## src/rtl/rriot_bus_master.sv

```systemverilog
// Bus initiator for the 6530 RRIOT: turns valid/ready requests into 6502-style
// bus cycles and generates the free-running two-phase phi2 clock for the device.
`timescale 1ns/1ps
module rriot_bus_master #(
    parameter int HALF_PERIOD = 2
) (
    input  logic       clk,
    input  logic       rst_n,
    input  logic       req_valid,
    output logic       req_ready,
    input  logic       req_we,
    input  logic [9:0] req_addr,
    input  logic       req_rs0,
    input  logic       req_cs1,
    input  logic [7:0] req_wdata,
    output logic       rsp_valid,
    output logic [7:0] rsp_rdata,
    output logic       rsp_err,
    output logic       phi2,
    output logic       we_n,
    output logic [9:0] A,
    output logic [7:0] dev_di,
    output logic       RS0,
    output logic       CS1,
    input  logic [7:0] dev_do,
    input  logic       dev_oe
);

    localparam int DATA_W = 8;
    localparam int ADDR_W = 10;
    localparam int CNT_W  = (HALF_PERIOD > 1) ? $clog2(HALF_PERIOD) : 1;
    localparam logic [CNT_W-1:0] CNT_LAST = CNT_W'(HALF_PERIOD - 1);

    typedef enum logic [1:0] {IDLE, ADDR, DATA} state_t;

    state_t           state, state_nxt;
    logic [CNT_W-1:0] cnt;
    logic             wrap, eoc, accept;
    logic             load_bus, clear_bus, complete;

    // Writes report 0x00/ok; a read with nobody driving the bus reports 0xFF/err.
    function automatic logic [DATA_W:0] resolve_rsp(input logic is_write, input logic oe,
                                                    input logic [DATA_W-1:0] rd);
        if (is_write) return '0;
        if (oe)       return {1'b0, rd};
        return {1'b1, {DATA_W{1'b1}}};
    endfunction

    assign wrap      = (cnt == CNT_LAST);
    assign eoc       = phi2 && wrap;
    assign req_ready = eoc && ((state == IDLE) || (state == DATA));
    assign accept    = req_valid && req_ready;

    // Phase generator: runs in every state so the device keeps clocking.
    always_ff @(posedge clk or negedge rst_n) begin
        if (!rst_n) begin
            cnt  <= '0;
            phi2 <= 1'b0;
        end else begin
            cnt  <= wrap ? '0 : cnt + 1'b1;
            phi2 <= phi2 ^ wrap;
        end
    end

    always_ff @(posedge clk or negedge rst_n) begin
        if (!rst_n) state <= IDLE;
        else        state <= state_nxt;
    end

    always_comb begin
        state_nxt = state;
        case (state)
            IDLE:    if (accept) state_nxt = ADDR;
            ADDR:    if (wrap && !phi2) state_nxt = DATA;
            DATA:    if (eoc) state_nxt = accept ? ADDR : IDLE;
            default: state_nxt = IDLE;
        endcase
    end

    always_comb begin
        load_bus  = accept;
        complete  = (state == DATA) && eoc;
        clear_bus = complete && !accept;
    end

    // Bus stage: held for a full phi2 period per accepted request.
    always_ff @(posedge clk or negedge rst_n) begin
        if (!rst_n) begin
            A      <= '0;
            RS0    <= 1'b0;
            CS1    <= 1'b0;
            we_n   <= 1'b1;
            dev_di <= '0;
        end else if (load_bus) begin
            A      <= req_addr;
            RS0    <= req_rs0;
            CS1    <= req_cs1;
            we_n   <= ~req_we;
            dev_di <= req_wdata;
        end else if (clear_bus) begin
            A      <= {ADDR_W{1'b0}};
            RS0    <= 1'b0;
            CS1    <= 1'b0;
            we_n   <= 1'b1;
            dev_di <= {DATA_W{1'b0}};
        end
    end

    // Response stage: captured at the end of the phi2-high phase.
    always_ff @(posedge clk or negedge rst_n) begin
        if (!rst_n) begin
            rsp_valid <= 1'b0;
            rsp_rdata <= '0;
            rsp_err   <= 1'b0;
        end else begin
            rsp_valid <= complete;
            if (complete) {rsp_err, rsp_rdata} <= resolve_rsp(!we_n, dev_oe, dev_do);
        end
    end

endmodule

```

## config.mk

```make
export PLATFORM = sky130hd
export DESIGN_NAME = rriot_bus_master
export DESIGN_NICKNAME = d
export VERILOG_FILES = /design/src/rtl/rriot_bus_master.sv
export SDC_FILE = /design/constraint.sdc
export NUM_CORES = 1
export LEC_CHECK = 0
export ABC_AREA = 0
export CAP_MARGIN = 10
export CORE_UTILIZATION = 35
export DETAILED_ROUTE_END_ITERATION = 10
export PLACE_DENSITY = 0.68
export SYNTH_ARGS = -nofsm -noshare
export SYNTH_HDL_FRONTEND = slang
export SYNTH_SLANG_ARGS = --single-unit
```

## constraint.sdc

```tcl
create_clock -name clk -period 3.7 [get_ports clk]
set_input_delay 0.74 -clock clk [delete_from_list [all_inputs] [get_ports clk]]
set_output_delay 0.74 -clock clk [all_outputs]
set_load 0.005 [all_outputs]
```

[Word level (Yosys, flattened, before mapping)]
Index checks and enable logic that the tools add are counted.
Cells by class
  $add $sub $neg: 1
  equality and inequality tests: 5
  multiplexer cells: 24
  bitwise logic cells: 2
  reductions and logical operators: 12
Operator list (number)
  9-bit two-way mux: 4
  10-bit two-way mux: 2
  8-bit two-way mux: 2
  1-bit two-way mux: 12
  1-bit logical AND: 6
  2-bit two-way mux: 3
  2-bit != test, second input constant: 3
  2-bit one-hot mux with 3 select lines: 1
  3-bit AND reduction: 1
  2-bit by 1-bit == test with 1-bit output, second input constant: 1
  2-bit == test, second input constant: 1
  1-bit logical NOT: 2
  2-bit logical NOT: 1
  2-bit nonzero test: 1
  1-bit adder, second input constant: 1
  1-bit logical OR: 1
  1-bit inverter: 1
  1-bit bitwise XOR: 1
Word-level totals
  bits in registers: 35
  input port bits: 33
  output and inout bits: 33
  logic and storage cells: 55

[Longest topological paths before layout]
Gate-level depths: netlist of the first run.
  depth after elaboration: 8
  mapped depth: 5
  gate-level depth less buffers: 4

[Least setup slack after synthesis of the first run]
No wires, ideal clock.
  path kind: register to output
  start point: reg phi2
  end point: out req_ready
  arrival: 752 ps
  required time: 2960 ps
  setup slack: 2208 ps
  stages on the path, launching flop included: 3
  buffers on the path: 0
  cell sequence: dfrtp_1 > ha_1 > nor2b_4
On the way
  longest elaborated chain between the ends: 2
Ends and longest elaborated chain
  from (decl): RTL line 19  | output logic phi2,
  from (signal assigned): RTL line 61  | phi2 <= phi2 ^ wrap;
  1-bit logical AND: RTL line 50  | assign eoc = phi2 && wrap;
  1-bit logical AND: RTL line 51  | assign req_ready = eoc && ((state == IDLE) || (state == DATA));
  to (decl): RTL line 10  | output logic req_ready,
Every way passes these cells.

[Worst setup path in the final report of the first run]
  start point: reg cnt
  end point: out req_ready
On the way
  longest elaborated chain between the ends: 2
Ends and longest elaborated chain
  from (decl): RTL line 37  | logic [CNT_W-1:0] cnt;
  from (signal assigned): RTL line 60  | cnt <= wrap ? '0 : cnt + 1'b1;
  1-bit logical AND: RTL line 50
  1-bit logical AND: RTL line 51
Every way passes these cells.

==> qor.csv, run 1 <==
stage,metric,value,unit
cells_and_area,share of post-route cells with drive strength above 1,0.0809,
worst_setup_path,largest fanout on the critical path,3,
synthesis,post-synth top area cell,dfrtp_1,
pwr,Reg power frac,0.505,
global_routing,vias in the first global route,1116,
synthesis,Yosys warnings,0,
cts,setup bufs post-CTS,0,
pwr,Internal,673,uW
floorplanning,Die X,64.0,um
pwr,Pwr per Cell Area,403,mW/mm2
pwr,sw frac,0.210,
worst_setup_path,worst r2r dst,A[4]$_DFFE_PN0P_,
pwr,net load switching power,179,uW
detailed_routing,final wirelength,3.10,mm
placement,PortBufs,65,
global_routing,Tot GR Track Use,0.164,
floorplanning,Initial Util,0.367,
synthesis,cell area after synthesis,0.00135,mm2
placement,Inst Count DP,213,
timing,Tcrit/Tclk final,0.626,
cts,clk sinks,35,
timing,setup TNS,0,ps
detailed_routing,Routed WL per cell,14.0,um
floorplanning,die area,0.00409,mm2
cells_and_area,# diodes,0,
detailed_routing,Post-Route M1 WL,1.39,mm
timing,Worst slew margin,0.509,
synthesis,Area contributors post-synth,"dfrtp_1, a22o_1, o21ai_0, nand2_1, dfstp_2",
timing,RSZ-0062 raised after global routing,no,
run_status,outcome,completed,
cts,"Clk pin slew, worst setup/hold paths",70,ps
synthesis,Mapped Cells,104,
synthesis,"Seq/Total Area, Yosys",0.652,
pwr,combinational power share,0.152,
pwr,Pleak,0.000977,uW
cts,number of hold buffers added after CTS,0,
cts,cts repair resizes,0,
timing,clock skew,3.91,ps
worst_setup_path,Setup crit start,cnt$_DFF_PN0_,
global_routing,Overflow after GRT,0,
floorplanning,IO Pins,66,
detailed_routing,DRC errors left,0,
synthesis,Post-Syn Nets,139,
cells_and_area,Layout area overhead,57.1,%
worst_setup_path,WP data required,2960,ps
worst_setup_path,R2R depth,5,
timing,Fin. Hold Viols,0,
detailed_routing,DRT antenna net count,0,
timing,Max Freq,0.431,GHz
synthesis,post-synth top area share,0.633,
placement,DP Wirelength,2.20,mm
worst_setup_path,Startpoint Class,flop,
cts,CTS tree,yes,
worst_setup_path,register-to-register setup slack,2130,ps
timing,"Slew Viols, Final",0,
global_routing,first-pass GRT wire length,5.07,mm
cts,Num CTS Buffers,5,
detailed_routing,DR vias,1066,
detailed_routing,Pre-antenna DRT Iters,4,
worst_setup_path,r2r startpoint,phi2$_DFF_PN0_,
global_routing,largest net degree at the start of global routing,36,
worst_setup_path,CP Class,flop to primary output,
worst_setup_path,Worst Path Arrival,1580,ps
synthesis,average cell area after synthesis,12.9,um2
cts,Clock Latency Late Sink,280,ps
floorplanning,area of the core,0.00366,mm2
synthesis,Seq cells post-synth,35,
detailed_routing,met3 routed WL,203,um
worst_setup_path,Crit. End Element,primary output,
timing,final setup vio count,0,
floorplanning,Core Rows,22,
cells_and_area,nets@finish,207,
cells_and_area,Finished Layout Cells,221,
pwr,clock network fraction of design power,0.343,
cts,H-tree depth,2,
placement,gpl congestion,0.735,
run,Max-Cap Viols,0,
global_routing,initial antenna violation count,0,
cts,Max Root-Sink Buffers,2,
detailed_routing,Vias per Instance,4.82,
pwr,Overall Power,852,uW
min_path,worst hold path class,flop to flop,
detailed_routing,Initial DRC Count,23,
synthesis,"Distinct cells, synth",20,
floorplanning,DIE HEIGHT,64.0,um
detailed_routing,Top Layer Used,met4,
timing,Final min period,2320,ps
timing,worst slew pin tran,737,ps
pwr,Worst VDD drop,0.194,mV
detailed_routing,met2 wire len,1.49,mm
cts,Root Buffer,clkbuf_8,
worst_setup_path,crit path capture,req_ready,
==> placed cells by master, fill, tap and decap left out, types with 2 or more instances in the layout <==
master and instances:
o21ai_0 16, a22o_1 19, ha_1 2, nand2_1 9, clkbuf_8 7, inv_1 7
dfrtp_1 34, clkdlybuf4s50_1 64
==> flip-flops by register name, indices dropped and copies added (netlist names) <==
name / count
rsp_valid: 1
RS0: 1
rsp_err: 1
rsp_rdata: 8
state: 2
dev_di: 8
A: 10
phi2: 1
CS1: 1
we_n: 1
cnt: 1
==> synthesized netlist by cell type (all sizes together) <==
cell	count
buf	5
nor2b	1
o22ai	1
nand3b	1
nand2	9
ha	2
o31ai	1
dfrtp	34
and2	1
dfstp	1
or2b	1
a22oi	1
o21ai	17
o21bai	1
a22o	20
nand2b	1
inv	7
==> logic make-up after synthesis <==
kind of cell / count (synthesis) / synth area share
AOI/OAI and AO/OA: 41 / 0.216
adders and majority gates: 2 / 0.0186
buffers and inverters: 12 / 0.0530
DFF: 35 / 0.652
and+or+nand+nor: 14 / 0.0605
==> area by class of cell <==
class                           count  area, um2
Clock buffer                        8        100
Fill cell                         303       1550
Inverter                            7       26.3
Multi-Input combinational cell     57        397
Sequential cell                    35        877
Tap cell                           48       60.1
Timing Repair Buffer               66        653
==> worst min-delay path by stage <==
| stage | start | end | slack [ps] | cells past startpoint |
|---|---|---|---|---|
| 5_1_grt | rsp_err$_DFFE_PN0P_ | rsp_err$_DFFE_PN0P_ | 510 | 2 |
| 4_1_cts | cnt$_DFF_PN0_ | cnt$_DFF_PN0_ | 480 | 1 |
| 3_3_place_gp | cnt$_DFF_PN0_ | cnt$_DFF_PN0_ | 440 | 1 |
| 2_1_floorplan | cnt$_DFF_PN0_ | cnt$_DFF_PN0_ | 420 | 1 |
| 3_5_place_dp | cnt$_DFF_PN0_ | cnt$_DFF_PN0_ | 470 | 1 |
| 6_report | cnt$_DFF_PN0_ | cnt$_DFF_PN0_ | 470 | 1 |
==> metrics by stage <==
stage / util / area [um2] / worst slack, ps / hold WS (ps)
2_1_floorplan: - / 1350 / 2210 / 423
5_1_grt: 0.577 / 2110 / 1290 / 513
6_report: 0.577 / 2110 / 1380 / 474
3_3_place_gp: 0.550 / 2010 / 1620 / 441
4_1_cts: 0.577 / 2110 / 1370 / 484
3_5_place_dp: 0.550 / 2010 / 1610 / 473
==> layer usage <==
layer,global-route usage,vias up
li1,-,503
met1,0.216,513
met2,0.261,47
met3,0.0393,3
met4,0.0597,0
met5,0,-
==> power by group through the flow <==
stage / combinational [uW] / clock, uW / sequential [uW]
4_1_cts: 132 / 301 / 430
2_1_floorplan: 26.2 / 0 / 436
5_1_grt: 141 / 320 / 433
6_report: 130 / 292 / 430
3_5_place_dp: 132 / 0 / 436
3_3_place_gp: 129 / 0 / 435
==> worst max-delay path: stages, from the launching register on <==
cell,delay (ps)
dfrtp_1,390
ha_1,220
nor2b_4,180
clkdlybuf4s50_1,510
(Power assumes the default switching activity.)
==> inputs of run 2 (changes only) <==
PLACE_DENSITY = 0.71   (was 0.68)
clock period = 1.85 ns   (was 3.7 ns; I/O delays follow)
==> run 2 against run 1 <==
  * Sequential cell count did not move
  * Clock power increased by 140%
  * Critical path depth shrank 2
  * Die area unchanged
  * Register-to-register slack lost 1700 ps
  * Worst setup slack got worse by 1300 ps
  * Combinational power rose by 100%
==> qor.csv, run 2 (same netlist as run 1, synthesis figures left out) <==
stage,metric,value,unit
worst_setup_path,CP max stage delay,600,ps
placement,PortBufs,65,
worst_setup_path,Crit. End Element,primary output,
global_routing,vias in the first global route,1134,
timing,setup TNS,0,ps
cells_and_area,Layout area overhead,61.4,%
timing,final setup vio count,0,
worst_setup_path,Worst Path Arrival,1390,ps
worst_setup_path,register-to-register setup slack,480,ps
cts,Root Buffer,clkbuf_8,
cells_and_area,# diodes,0,
floorplanning,Die X,64.0,um
worst_setup_path,slowest CP cell,dfstp_2,
placement,gpl congestion,0.726,
worst_setup_path,largest fanout on the critical path,10,
run_status,outcome,completed,
cts,"Clk pin slew, worst setup/hold paths",70,ps
placement,Place WS,180,ps
cells_and_area,"commonest non-fill, non-tap cells in the layout","clkdlybuf4s50_1, dfrtp_1, a22o_1",
timing,Worst slew margin,0.710,
cells_and_area,largest reg by FF count,A,
detailed_routing,Pre-antenna DRT Iters,4,
global_routing,largest net degree at the start of global routing,36,
global_routing,initial antenna violation count,0,
pwr,Pleak,0.00101,uW
timing,WHS,483,ps
cells_and_area,share of post-route cells with drive strength above 1,0.113,
floorplanning,IO Pins,66,
cts,CTS tree,yes,
cts,Clock Latency Late Sink,280,ps
timing,worst slew pin tran,435,ps
cells_and_area,final instance area,0.00217,mm2
min_path,worst hold path class,flop to flop,
global_routing,first-pass GRT wire length,5.35,mm
cells_and_area,nets@finish,211,
cells_and_area,top flop regs,"A (10), dev_di (8), rsp_rdata (8)",
floorplanning,Core Rows,22,
detailed_routing,Routed WL per cell,14.2,um
timing,Tcrit/Tclk final,0.953,
detailed_routing,final wirelength,3.20,mm
floorplanning,die area,0.00409,mm2
timing,Fin. Hold Viols,0,
worst_setup_path,WP data required,1480,ps
detailed_routing,DRT antenna net count,0,
timing,"Slew Viols, Final",0,
timing,clock skew,5.20,ps
cts,clk sinks,35,
global_routing,Overflow after GRT,0,
timing,Max Freq,0.567,GHz
placement,DP Wirelength,2.32,mm
floorplanning,DIE HEIGHT,64.0,um
floorplanning,area of the core,0.00366,mm2
cts,Num CTS Buffers,5,
worst_setup_path,worst path bufs/invs,1,
worst_setup_path,CP Class,flop to primary output,
pwr,Pwr per Cell Area,837,mW/mm2
cts,Max Root-Sink Buffers,2,
cells_and_area,"commonest non-fill, non-tap cell in the layout",clkdlybuf4s50_1,
floorplanning,Initial Util,0.367,
detailed_routing,Initial DRC Count,29,
timing,Final min period,1760,ps
global_routing,Tot GR Track Use,0.173,
detailed_routing,DR vias,1080,
cells_and_area,max reg flops,10,
worst_setup_path,critical-path cell list,clkdlybuf4s50_1,
worst_setup_path,Startpoint Class,flop,
run,Max-Cap Viols,0,
pwr,Worst VDD drop,0.570,mV
placement,Post-DP Area,0.00204,mm2
detailed_routing,Vias per Instance,4.80,
detailed_routing,DRC errors left,0,
timing,final worst slack,87.7,ps
worst_setup_path,kind of cell adding the most delay to the critical path,flip-flops,
cells_and_area,number of fill cells,320,
timing,RSZ-0062 raised after global routing,no,
cts,H-tree depth,2,
[run 2: per-layer routing]
metal | GRT usage | part of all wire | vias up
met1 | 0.212 | 0.42 | 521
met2 | 0.301 | 0.52 | 44
met5 | 0 | 0 | -
met4 | 0.0511 | 0.0056 | 0
met3 | 0.0411 | 0.055 | 2
li1 | - | - | 513
[run 2: layout make-up]
type / instances / area [um2] / share of cell area
clock buffers: 6 / 82.6 / 0.0380
clock inverters: 2 / 35.0 / 0.0161
inverters: 7 / 26.3 / 0.0121
multi-input cells: 57 / 403 / 0.186
flip-flops and latches: 35 / 877 / 0.404
well taps: 48 / 60.1 / 0.0277
repair buffers: 70 / 687 / 0.316
[run 2: report_power, final]
part | switching [uW] | internal, uW
combinational | 78.0 | 186
clock | 261 | 436
sequential | 33.9 | 823
[run 2: path summary, 6_finish.rpt]
kind	start	end	cells past startpoint
worst min register to register	rsp_rdata[1]$_DFFE_PN0P_	rsp_rdata[1]$_DFFE_PN0P_	2
worst min-delay path	rsp_rdata[1]$_DFFE_PN0P_	rsp_rdata[1]$_DFFE_PN0P_	2
worst max-delay path	we_n$_DFFE_PN1P_	we_n	1
max in group asynchronous	rst_n	we_n$_DFFE_PN1P_	2
worst max register to register	cnt$_DFF_PN0_	CS1$_DFFE_PN0P_	4
min in group asynchronous	rst_n	rsp_rdata[5]$_DFFE_PN0P_	2
[run 2: per-stage QoR]
step,std cells,utilization,power [uW]
final,225,0.593,1820
after floorplan,104,-,925
after global placement,215,0.556,1130
after global routing,225,0.593,1900
after detailed placement,215,0.556,1140
after CTS,225,0.593,1840
[run 2: timing repair]
item | CTS | global route
buffers inserted | 2 | 0
setup endpoints to repair | 1 | 0
resized for setup | 2 | 0
hold buffers | 0 | 0
